**config.mk**
```make
export PLATFORM = sky130hd
export DESIGN_NAME = sinx_arbiter
export DESIGN_NICKNAME = d
export VERILOG_FILES = /design/src/rtl/sinx_arbiter.sv
export SDC_FILE = /design/constraint.sdc
export NUM_CORES = 1
export LEC_CHECK = 0
export CAP_MARGIN = 20
export CORE_MARGIN = 5
export CORE_UTILIZATION = 40
export CTS_BUF_LIST = sky130_fd_sc_hd__clkbuf_2
export DETAILED_ROUTE_END_ITERATION = 16
export PLACE_DENSITY = 0.88
export SLEW_MARGIN = 20
export SYNTH_ARGS = -nofsm -noshare
export SYNTH_HDL_FRONTEND = slang
export SYNTH_SLANG_ARGS = --single-unit
```
**constraint.sdc**
```tcl
create_clock -name clk_i -period 2.3 [get_ports clk_i]
set_input_delay 0.345 -clock clk_i [delete_from_list [all_inputs] [get_ports clk_i]]
set_output_delay 0.345 -clock clk_i [all_outputs]
set_load 0.005 [all_outputs]
```
**src/rtl/sinx_arbiter.sv**
```systemverilog
// -----------------------------------------------------------------------------
// sinx_arbiter
//
// Round-robin arbiter and sequencer that shares one sinx accelerator among
// NUM_REQ requesters. One transaction is in flight at a time:
//   IDLE  -> pick a winner (round robin from last_grant+1), latch its operand
//   ISSUE -> one-cycle core start pulse
//   WAIT  -> wait for core done (optionally bounded by a timeout)
//   RESP  -> present the result to the owner until it accepts it
//
// Optional feature macro: SINX_ARB_TIMEOUT_EN
//   Defined   : WAIT aborts after TIMEOUT_CYCLES cycles without core done and
//               answers with result 16'h0000 and rsp_err_o=1.
//   Undefined : WAIT waits indefinitely; rsp_err_o is always 0.
//
// Ports:
//   clk_i          clock, rising edge
//   rst_i          synchronous active-high reset
//   req_valid_i    per-requester request valid
//   req_x_i        per-requester 16-bit operand, requester r at [16r+15:16r]
//   req_ready_o    one-hot request accept (IDLE only)
//   rsp_valid_o    one-hot response valid (RESP only)
//   rsp_ready_i    per-requester response ready
//   rsp_result_o   result for the requester flagged in rsp_valid_o
//   rsp_err_o      timeout flag, qualified by rsp_valid_o
//   core_start_o   one-cycle start pulse to the sinx core
//   core_x_o       operand to the sinx core
//   core_result_i  sinx core result
//   core_done_i    sinx core done
//   busy_o         high whenever the sequencer is not idle
//   grant_id_o     index of the current owner
// -----------------------------------------------------------------------------
module sinx_arbiter #(
    parameter int NUM_REQ        = 4,
    parameter int TIMEOUT_CYCLES = 64
) (
    input  logic                               clk_i,
    input  logic                               rst_i,
    input  logic [NUM_REQ-1:0]                 req_valid_i,
    input  logic [16*NUM_REQ-1:0]              req_x_i,
    output logic [NUM_REQ-1:0]                 req_ready_o,
    output logic [NUM_REQ-1:0]                 rsp_valid_o,
    input  logic [NUM_REQ-1:0]                 rsp_ready_i,
    output logic [15:0]                        rsp_result_o,
    output logic                               rsp_err_o,
    output logic                               core_start_o,
    output logic [15:0]                        core_x_o,
    input  logic [15:0]                        core_result_i,
    input  logic                               core_done_i,
    output logic                               busy_o,
    output logic [$clog2(NUM_REQ)-1:0]         grant_id_o
);

    localparam int GW = $clog2(NUM_REQ);

    // Parameter sanity checks at elaboration time.
    generate
        if (NUM_REQ < 2 || NUM_REQ > 8) begin : g_bad_num_req
            $error("sinx_arbiter: NUM_REQ must be in 2..8");
        end
        if (TIMEOUT_CYCLES < 1) begin : g_bad_timeout
            $error("sinx_arbiter: TIMEOUT_CYCLES must be at least 1");
        end
    endgenerate

    typedef enum logic [1:0] {
        IDLE  = 2'd0,
        ISSUE = 2'd1,
        WAIT  = 2'd2,
        RESP  = 2'd3
    } state_t;

    state_t          state_reg;
    logic [GW-1:0]   last_grant_reg;
    logic [GW-1:0]   grant_id_reg;
    logic [15:0]     x_reg;
    logic            start_reg;
    logic [15:0]     result_reg;
    logic            err_reg;

`ifdef SINX_ARB_TIMEOUT_EN
    // At least 8 bits wide, and wide enough to hold TIMEOUT_CYCLES.
    localparam int CW = ($clog2(TIMEOUT_CYCLES + 1) > 8) ? $clog2(TIMEOUT_CYCLES + 1) : 8;
    logic [CW-1:0]   wait_cnt_reg;
`endif

    // -------------------------------------------------------------------------
    // Operand slices and round-robin candidate order
    // -------------------------------------------------------------------------
    logic [15:0]     x_slice  [NUM_REQ];
    logic [GW-1:0]   cand_idx [NUM_REQ];   // cand_idx[k] = (last_grant + 1 + k) mod NUM_REQ

    genvar gi;
    generate
        for (gi = 0; gi < NUM_REQ; gi++) begin : g_slice
            assign x_slice[gi]  = req_x_i[16*gi +: 16];
            assign cand_idx[gi] = GW'((int'(last_grant_reg) + gi + 1) % NUM_REQ);
        end
    endgenerate

    // Winner search. Walking the candidate list from the far end and letting
    // later hits overwrite earlier ones leaves the candidate closest to
    // last_grant+1 as the winner.
    logic            win_found;
    logic [GW-1:0]   win_idx;

    always_comb begin
        win_found = 1'b0;
        win_idx   = '0;
        for (int k = NUM_REQ - 1; k >= 0; k--) begin
            if (req_valid_i[cand_idx[k]]) begin
                win_found = 1'b1;
                win_idx   = cand_idx[k];
            end
        end
    end

    // -------------------------------------------------------------------------
    // One-hot handshake outputs
    // -------------------------------------------------------------------------
    generate
        for (gi = 0; gi < NUM_REQ; gi++) begin : g_onehot
            assign req_ready_o[gi] = (state_reg == IDLE) && win_found && (win_idx == GW'(gi));
            assign rsp_valid_o[gi] = (state_reg == RESP) && (grant_id_reg == GW'(gi));
        end
    endgenerate

    // -------------------------------------------------------------------------
    // Sequencer
    // -------------------------------------------------------------------------
    always_ff @(posedge clk_i) begin
        if (rst_i) begin
            state_reg      <= IDLE;
            // Pointer at the top index so requester 0 is searched first.
            last_grant_reg <= GW'(NUM_REQ - 1);
            grant_id_reg   <= '0;
            x_reg          <= '0;
            start_reg      <= 1'b0;
            result_reg     <= '0;
            err_reg        <= 1'b0;
`ifdef SINX_ARB_TIMEOUT_EN
            wait_cnt_reg   <= '0;
`endif
        end else begin
            // The start pulse is raised only on the IDLE->ISSUE edge, so it
            // is high for exactly the ISSUE cycle.
            start_reg <= 1'b0;

            case (state_reg)
                IDLE: begin
                    if (win_found) begin
                        x_reg        <= x_slice[win_idx];
                        grant_id_reg <= win_idx;
                        start_reg    <= 1'b1;
                        state_reg    <= ISSUE;
                    end
                end

                ISSUE: begin
                    // core_done_i is deliberately not looked at here.
`ifdef SINX_ARB_TIMEOUT_EN
                    wait_cnt_reg <= '0;
`endif
                    state_reg <= WAIT;
                end

                WAIT: begin
                    // A done arriving in the timeout cycle still wins.
                    if (core_done_i) begin
                        result_reg <= core_result_i;
                        err_reg    <= 1'b0;
                        state_reg  <= RESP;
                    end
`ifdef SINX_ARB_TIMEOUT_EN
                    else if (wait_cnt_reg == CW'(TIMEOUT_CYCLES - 1)) begin
                        result_reg <= 16'h0000;
                        err_reg    <= 1'b1;
                        state_reg  <= RESP;
                    end else begin
                        wait_cnt_reg <= wait_cnt_reg + 1'b1;
                    end
`endif
                end

                RESP: begin
                    // Only the owner's ready bit matters.
                    if (rsp_ready_i[grant_id_reg]) begin
                        last_grant_reg <= grant_id_reg;
                        state_reg      <= IDLE;
                    end
                end

                default: state_reg <= IDLE;
            endcase
        end
    end

    // -------------------------------------------------------------------------
    // Output mapping
    // -------------------------------------------------------------------------
    assign core_start_o = start_reg;
    assign core_x_o     = x_reg;
    assign rsp_result_o = result_reg;
    assign rsp_err_o    = err_reg;
    assign grant_id_o   = grant_id_reg;
    assign busy_o       = (state_reg != IDLE);

endmodule

```
==> results_dict.tcl <==
set metrics [dict create \
    min_path_cells 3 \
    syn-num-nets 314 \
    synth-compound-area-share_pct 23.1 \
    crit_family "buffers and inverters" \
    start_kind "flip-flop" \
    synth_top_family_by_area "compound AO/OA/AOI/OAI gates" \
    root_buffer "clkbuf_2" \
    initial_core_util_pct 41.0 \
    grt_pass1_wl_mm 10.2 \
    dpl.hpwl_mm 5.72 \
    nNetsFinal 461 \
    grt.total_usage_pct 19.6 \
    setup.worst_path.class "flip-flop to flip-flop" \
    syn_area_sq_um 2100 \
    avgViaCountPerCell 5.00 \
    r2r_slack_ns 0.11 \
    ir_drop_mv 0.473 \
    synth_ff_type "dfxtp_1" \
    holdWs_ns 0.459 \
    dpl.cell_count 429 \
    io_buffers 134 \
    yosysUniqueCellTypes 41 \
    crit_fanout 28 \
    clockBufferDepth 2 \
    synth_seq_cells 39 \
    row_count 26 \
    synthXorXnorAreaFrac_pct 0 \
    power.density_nw_per_um2 745 \
    min_from "core_result_i[14]" \
    finalClockSkew_ns 0.0245 \
    cp_slowest_stage_delay_ns 0.41 \
    clk_pin_slew_ns 0.22 \
    period_minus_slack_ns 2.19 \
    final_cell_count_no_fill 438 \
    worst_pin_slew_ns 0.553 \
    numCtsBuffers 5 \
    finalCritPeriodShare_pct 95.4 \
    worstPathBufferInverterCount 4 \
    synth_top_area_share_pct 37.3 \
    die_w_um 82.4 \
    yosys.area.top_type "dfxtp_1" \
    drc 0 \
    drtPass1Iterations 4 \
    reg2reg_depth 8 \
    r2r-start "last_grant_reg[1]" \
    muxShareOfSynthArea_pct 17.3 \
    layout_common_cells "128 x clkdlybuf4s50_1, 37 x nand2_1, 37 x dfxtp_1, 34 x mux2i_1, 18 x a21oi_1" \
    die_area_sq_um 6790 \
    cpMaxStageDelayCell "buf_4" \
    clock-sinks 39 \
    fmax_mhz 456 \
    yosys.area_share.simple_pct 14.1 \
    overflow 0 \
    grt_setup_unrepaired "false" \
    grt_antenna_before_repair 0 \
    drive_gt1_share_pct 14.9 \
    grt_pass1_vias 2242 \
    slew_violations 0 \
    die-height_um 82.4 \
    vias 2191 \
    required_ns 2.60 \
    syn_to_final_growth_pct 77.8 \
    synth_cells 220 \
    p_leak_nw 1.40 \
    crit_chain "buf_4, nand2b_1, a31oi_4, buf_4, buf_4, buf_4, mux2i_1, o21ai_1" \
    synth_edf_count 0 \
    cp-end-kind "flip-flop" \
    yosys-top-cells-area "dfxtp_1 37%, mux2i_1 16%, nand2_1 6.6%, a2bb2oi_2 6.4%, a21oi_1 4.3%" \
    grt_max_degree 29 \
    place.gp.congestion 0.702 \
    status "complete, no violations" \
    yosysWarnings 0 \
    layout_commonest_cell "clkdlybuf4s50_1" \
    antennaDiodeCount 0 \
    ys_seq_area_share_pct 37.3 \
    dp_slack_ns -0.268 \
    syn_avg_cell_area_sq_um 9.53 \
    coreArea_sq_um 5110 \
    regToRegEndpoint "core_x_o[7]" \
    hp-class "primary input to flip-flop" \
    ant_nets 0 \
    setup_ws_ns 0.107 \
    initialDrtViolationCount 52 \
    routed_wirelength_mm 7.04 \
    fin_util_pct 73.0 \
    cap_violations 0 \
    cp.arrival_ns 2.49 \
    wl_per_cell_um 16.1 \
    insertion_delay_ns 0.39 \
    hold-path-endpoint "rsp_result_o[14]" \
    async_flop_share_pct 0 \
    htree_num_levels 2 \
    cts_tree "built" \
    setup_viol 0 \
    finalPower_mw 2.78 \
    hold_buffers 0 \
    synth_fa_ha_area_share_pct 1.79 \
    final_hold_viol_count 0 \
    cpMostUsedCell "buf_4" \
    ioPinCount 136 \
    slew_headroom_pct 63.1 \
]
layout make-up:
class / count / area, sq um
Clock buffer: 5 / 25.0
Timing Repair Buffer: 154 / 1530
Inverter: 4 / 15.0
Multi-Input combinational cell: 163 / 1240
Sequential cell: 39 / 783
Clock inverter: 3 / 43.8
Tap cell: 70 / 87.6
Fill cell: 383 / 1380
synth_stat cells, types with 2 or more instances:
master     instances
a2bb2oi_1          8
buf_4              2
nor3b_1            2
nor2b_1            2
nor3_1             3
mux2i_1           34
a21oi_1           18
clkbuf_1           5
and3_1             4
a211oi_1           2
o21ai_1           11
buf_8              2
nor2_1             6
buf_6              2
nand2_1           37
inv_1              4
dfxtp_1           39
a2bb2oi_2          9
a211o_1            2
ha_1               3
o21ai_0            5
metrics by stage:
step | cell area, sq um | setup TNS (ns)
3_5_place_dp | 3600 | -3.51
5_1_grt | 3730 | 0
2_1_floorplan | 2100 | 0
3_3_place_gp | 3600 | -2.59
6_report | 3730 | 0
4_1_cts | 3700 | 0
worst max path at each step:
stage                 startpoint              to  slack (ns)  cells after the start
2_1_floorplan  last_grant_reg[1]  req_ready_o[0]        0.69                      4
3_3_place_gp      req_valid_i[3]     core_x_o[0]       -0.17                      8
4_1_cts             state_reg[1]  rsp_valid_o[2]        0.02                      4
6_report       last_grant_reg[1]     core_x_o[7]        0.11                      8
3_5_place_dp      req_valid_i[3]     core_x_o[7]       -0.27                      8
5_1_grt        last_grant_reg[1]  req_ready_o[2]       0.007                      6
worst reg2reg max path, cell delays in order (launching register included):
cell	delay, ns
dfxtp_2	0.39
buf_4	0.15
nand2b_1	0.17
a31oi_4	0.21
buf_4	0.17
buf_4	0.41
buf_4	0.24
mux2i_1	0.28
o21ai_1	0.08
routing by layer:
layer  wire (um)  part of all wire [%]  vias to the layer above  track usage, %
li1            -                     -                     1080               -
met1        2590                    37                      986            21.2
met2        3340                    47                      116            35.7
met3        1050                    15                        9            7.81
met4          72                   1.0                        0            3.99
met5           0                     0                        -               0
report_power, final:
group          leakage (nW)  switching, mW  internal, mW
combinational          1.04          0.544         0.839
clock                0.0429          0.241         0.184
sequential            0.319          0.124         0.845
total                  1.40          0.909          1.87
repair_timing:
item                                   CTS  global route
pin swaps                                1             1
endpoints found under the hold margin    0             0
buffers inserted                         1             0
resized for setup                       13             6
setup endpoints to repair                4             4
kinds of logic (layout without fill, tap and decap cells):
family	after synthesis	count (layout)
AOI/OAI and AO/OA	62	62
other	1	1
DFF	39	39
adders and majority gates	3	3
muxes	35	35
and+or+nand+nor	62	62
buffers and inverters	18	166
Power figures use the tool's default switching activity.
